<file path="src/rtl/noc_flit_input_buffer.sv">
// noc_flit_input_buffer: router input-port FWFT flit buffer.
// Stores valid flits from the network interface, presents the decoded head
// flit downstream with a valid/ready handshake, returns one credit per pop,
// and keeps sticky overflow/malformed flags.
// Optional macro NOC_IBUF_STATS_EN adds 16-bit push/drop statistics counters.
module noc_flit_input_buffer #(
  parameter int unsigned DEPTH = 4,
  localparam int unsigned CW = $clog2(DEPTH) + 1
) (
  input  logic          Clk,
  input  logic          Rst_n,
  input  logic [68:0]   i_flit,
  input  logic          i_flit_valid,
  input  logic          i_ready,
  input  logic          i_err_clr,
  output logic [63:0]   o_data,
  output logic [1:0]    o_dest,
  output logic          o_vc,
  output logic          o_tail,
  output logic          o_valid,
  output logic          o_credit,
  output logic [CW-1:0] o_count,
  output logic          o_full,
  output logic          o_overflow,
  output logic          o_malformed
`ifdef NOC_IBUF_STATS_EN
  ,
  output logic [15:0]   o_push_cnt,
  output logic [15:0]   o_drop_cnt
`endif
);

  localparam int unsigned AW = $clog2(DEPTH);

  logic [67:0]   mem_q [DEPTH];
  logic [AW-1:0] wr_ptr_q, wr_ptr_d;
  logic [AW-1:0] rd_ptr_q, rd_ptr_d;
  logic [CW-1:0] count_q, count_d;
  logic          credit_q, credit_d;
  logic          overflow_q, overflow_d;
  logic          malformed_q, malformed_d;
  logic          push, pop, ovf_evt, mal_evt;
  logic [67:0]   head;
`ifdef NOC_IBUF_STATS_EN
  logic [15:0]   push_cnt_q, push_cnt_d;
  logic [15:0]   drop_cnt_q, drop_cnt_d;
`endif

  // Handshake events, all judged on pre-edge state (no pass-through when full)
  always_comb begin
    push    = i_flit_valid && i_flit[68] && !o_full;
    pop     = o_valid && i_ready;
    ovf_evt = i_flit_valid && i_flit[68] && o_full;
    mal_evt = i_flit_valid && !i_flit[68];
  end

  // Next-state for pointers, occupancy, credit and sticky flags
  always_comb begin
    wr_ptr_d    = wr_ptr_q;
    rd_ptr_d    = rd_ptr_q;
    count_d     = count_q;
    credit_d    = pop;
    overflow_d  = ovf_evt ? 1'b1 : (i_err_clr ? 1'b0 : overflow_q);
    malformed_d = mal_evt ? 1'b1 : (i_err_clr ? 1'b0 : malformed_q);
    if (push) wr_ptr_d = wr_ptr_q + AW'(1);
    if (pop)  rd_ptr_d = rd_ptr_q + AW'(1);
    case ({push, pop})
      2'b10:   count_d = count_q + CW'(1);
      2'b01:   count_d = count_q - CW'(1);
      default: count_d = count_q;
    endcase
  end

`ifdef NOC_IBUF_STATS_EN
  // Statistics: clear first, then increment, so a coinciding event yields 1
  always_comb begin
    push_cnt_d = i_err_clr ? '0 : push_cnt_q;
    drop_cnt_d = i_err_clr ? '0 : drop_cnt_q;
    if (push)              push_cnt_d = push_cnt_d + 16'd1;
    if (ovf_evt | mal_evt) drop_cnt_d = drop_cnt_d + 16'd1;
  end
`endif

  // Control state register with synchronous active-low reset
  always_ff @(posedge Clk) begin
    if (!Rst_n) begin
      wr_ptr_q    <= '0;
      rd_ptr_q    <= '0;
      count_q     <= '0;
      credit_q    <= 1'b0;
      overflow_q  <= 1'b0;
      malformed_q <= 1'b0;
`ifdef NOC_IBUF_STATS_EN
      push_cnt_q  <= '0;
      drop_cnt_q  <= '0;
`endif
    end else begin
      wr_ptr_q    <= wr_ptr_d;
      rd_ptr_q    <= rd_ptr_d;
      count_q     <= count_d;
      credit_q    <= credit_d;
      overflow_q  <= overflow_d;
      malformed_q <= malformed_d;
`ifdef NOC_IBUF_STATS_EN
      push_cnt_q  <= push_cnt_d;
      drop_cnt_q  <= drop_cnt_d;
`endif
    end
  end

  // Flit storage, deliberately not reset; the valid bit is implied and not stored
  always_ff @(posedge Clk) begin
    if (push) mem_q[wr_ptr_q] <= i_flit[67:0];
  end

  assign head        = mem_q[rd_ptr_q];
  assign o_data      = head[63:0];
  assign o_vc        = head[64];
  assign o_dest      = head[66:65];
  assign o_tail      = head[67];
  assign o_count     = count_q;
  assign o_valid     = (count_q != '0);
  assign o_full      = (count_q == CW'(DEPTH));
  assign o_credit    = credit_q;
  assign o_overflow  = overflow_q;
  assign o_malformed = malformed_q;
`ifdef NOC_IBUF_STATS_EN
  assign o_push_cnt  = push_cnt_q;
  assign o_drop_cnt  = drop_cnt_q;
`endif

endmodule

</file>
<file path="config.mk">
export PLATFORM = sky130hd
export DESIGN_NAME = noc_flit_input_buffer
export DESIGN_NICKNAME = d
export VERILOG_FILES = /design/src/rtl/noc_flit_input_buffer.sv
export SDC_FILE = /design/constraint.sdc
export NUM_CORES = 1
export LEC_CHECK = 0
export BUFFER_PORTS_ARGS = -buffer_cell sky130_fd_sc_hd__buf_4
export CORE_AREA = 3 3 157 159
export CTS_CLUSTER_SIZE = 8
export DETAILED_ROUTE_END_ITERATION = 8
export DIE_AREA = 0 0 160 162
export MAX_ROUTING_LAYER = met4
export PLACE_DENSITY = 0.67
export RECOVER_POWER = 100
export SYNTH_ARGS = -nofsm -noshare
export SYNTH_HDL_FRONTEND = slang
export SYNTH_SLANG_ARGS = --single-unit
</file>
<file path="constraint.sdc">
create_clock -name Clk -period 2.9 [get_ports Clk]
set_input_delay 0 -clock Clk [delete_from_list [all_inputs] [get_ports Clk]]
set_output_delay 0 -clock Clk [all_outputs]
set_load 0.1 [all_outputs]
</file>
==> results by group <==
STA
  – Slew @ Worst Pin: roughly 1.2 ns
  – Post-route setup TNS: 0 ns
  – Unrepaired setup endpoints after global routing: false
  – Final hold vios: 0
  – Tmin final: 2.58 ns
  – # setup viols final: 0
  – Relative slew slack: between 20% and 30%
  – Max Clock Skew: 0.00944 ns
  – FMAX: 388 MHz
  – Final Max Tran Viols: 0
  – Crit share post-route: between 80 and 90%

Critical path
  – Worst r2r src: o_count[2]
  – Critical Path Stages: 3
  – CP max stage cell: dfxtp_2
  – Crit path capture type: primary output
  – CP max stage delay: 0.89 ns
  – Buffers & Inverters on Critical Path: 2
  – Crit-path cells: clkbuf_2, mux4_2, buf_2
  – CP Launch Type: register
  – Worst r2r path cells: 4
  – Worst path arrival time: between 2 and 3 ns
  – FF-to-FF setup slack: 0.39 ns
  – Crit-path leading delay family: flip-flops
  – Critical path class: register to primary output
  – Reg-to-Reg End: mem_q[1][3]
  – Worst Path Max Fanout: 32
  – Data required, critical path: 2.90 ns

Layout
  – Share of layout cells above drive strength 1: 30.0%
  – Non-Filler Instances: between 1000 and 1500
  – Layout area overhead: 29.7%
  – Fin nets: about 760

Clock tree
  – Clk_lat worst skew: 0.51 ns
  – Cts hold-fix bufs: 76
  – CTS Buf Count: 41
  – Post-CTS sizing: 0
  – Post-CTS setup buffers: 0
  – Worst-path clk slew: ~0.05 ns
  – CTS Sinks: 284
  – CTS tree: done
  – CTS Root Cell: clkbuf_16
  – Htree depth: 2
  – Maximum buffer depth of the clock tree: 3

Synthesis
  – Synth top area share: 78.3%
  – Leading area contributor after synthesis: edfxtp_1
  – Seq cells post-synth: 284
  – Post-synth cell types: 28
  – Register area share after synthesis: between 80% and 90%
  – Post-synth net total: approximately 500
  – Post-Syn Area: 10400 um2
  – Warnings from Yosys: 0
  – Synth top area cells: edfxtp_1 78%, mux4_2 15%, dfxtp_1 2.3%
  – Avg Inst Size Synth: ~25 um2
  – Mapped Cells: 419

Global route
  – Total GRT Usage: around 17%
  – Initial antenna violation count: 1
  – First-pass GRT wire length: 32.8 mm
  – Number of global-route vias before repair: 5754
  – Total gr overflow: 0
  – Largest net degree at the start of global routing: 36

Power and ir drop
  – P_leak: between 4 and 5 nW
  – Peak supply drop: 1.19 mV
  – Power Dens Cells: 1020 nW/um2
  – Final Power: 13.8 mW

Min path
  – Hold Path End: mem_q[1][24]
  – Hold path start: i_flit[24]
  – Hold depth: 2
  – Worst hold path class: input pin to register

Die
  – Die height: 162 um
  – Num rows: 56
  – Core region area: 23400 um2
  – Die Wd: 160 um
  – Ports: 150
  – Area of the die: 25900 um2
  – Initial Util: 44.6%

Placement
  – Post-DP HPWL: 12.4 mm
  – Global placer's final weighted congestion: 0.712
  – Placed Cells: 884
  – # port buffers: 149

Routing
  – Vias per cell: slightly above 5
  – Final WL: between 20 and 25 mm
  – Total number of vias: 5173
  – Initial DRC Count: 339
  – DR DRC count: 0
  – Detailed Routing Iterations Pass 1: 4
  – Average wire per standard cell: 20.2 um
  – Antenna-violating nets left: 0

Run
  – # Max-Cap Violations: 0

Status
  – Status: finished, final reports clean
[placed cells by master (no fill, tap or decap), types with 4 or more instances in the layout]
master and n:
inv_1 8, nand2_1 5, clkbuf_1 91, clkbuf_2 40, mux4_2 68, ha_1 5, dfxtp_1 7, buf_12 5
buf_2 6, edfxtp_1 272, dlygate4sd3_1 76, and2_2 4, clkbuf_16 43, buf_4 36
[layer usage]
metal	up-vias	part of all wire, %	GRT usage [%]
met5	-	0	-
met4	0	1.6	4.26
met3	33	6.0	3.77
met2	183	50	26.8
met1	2669	43	22.5
li1	2288	-	-
[state kept, by name (all words and copies together), names as in the netlist, named ones only]
name / count
wr_ptr_q: 2
rd_ptr_q: 2
o_malformed: 1
o_credit: 1
o_overflow: 1
o_count: 3
mem_q: 272
[worst reg2reg max path, delay by kind of cell, from the launching register on]
| kind | cells | cell delay [ns] |
|---|---|---|
| buffers and inverters | 1 | 0.46 |
| and+or+nand+nor | 3 | 1.36 |
| DFF | 1 | 0.35 |
[metrics by stage]
step	area, um2	util, %	hold WS, ns	setup WS, ns
CTS	13900	59.6	0.215	0.407
global placement	12000	51.3	0.200	0.899
detailed placement	12000	51.3	0.207	0.783
global route	13500	57.8	0.319	0.164
floorplan	10500	-	0.0989	0.00321
finish	13500	57.8	0.302	0.323
[kinds of logic after synthesis]
family	after synthesis	synth area share, %
AO/OA/AOI/OAI	9	0.576
XOR/XNOR	3	0.252
adder cells (fa/ha/maj)	6	0.792
buffers and inverters	25	1.63
flip-flops	284	80.6
multiplexers	69	14.8
AND/OR/NAND/NOR	23	1.32
[synth_stat cells (all sizes together)]
library cell,instances
ha,5
nor2,1
o31a,1
o21ai,3
a21oi,1
a32oi,1
clkbuf,5
nand2,5
xor2,2
dfxtp,12
edfxtp,272
a22oi,1
xnor2,1
a21boi,2
nand4b,1
mux2i,1
buf,12
mux4,68
and2,9
nor3b,1
nand2b,1
fa,1
or3,3
inv,8
nor2b,2
[final cells by class]
type	count	area, um2
diodes	1	2.50
clock buffers	58	1130
well taps	319	399
flip-flops and latches	284	8420
repair buffers	239	1650
clock inverters	2	38.8
multi-input cells	110	1850
fillers	1797	9880
inverters	8	30.0
[where the power goes]
group          total (mW)  internal, mW  switching, mW
sequential           4.86          4.69          0.176
clock                4.29          2.75           1.54
combinational        4.64          1.11           3.53
total                13.8          8.55           5.25
[how the worst max path moves through the flow]
stage / start / to / slack [ns]
global placement: o_count[0] / o_count[2] / 0.90
global route: o_count[2] / mem_q[1][9] / 0.16
detailed placement: o_count[0] / o_count[2] / 0.78
finish: register / o_data[0] / 0.32
CTS: register / o_data[28] / 0.41
floorplan: o_count[2] / o_count[2] / 0.003
(Power assumes the default switching activity.)
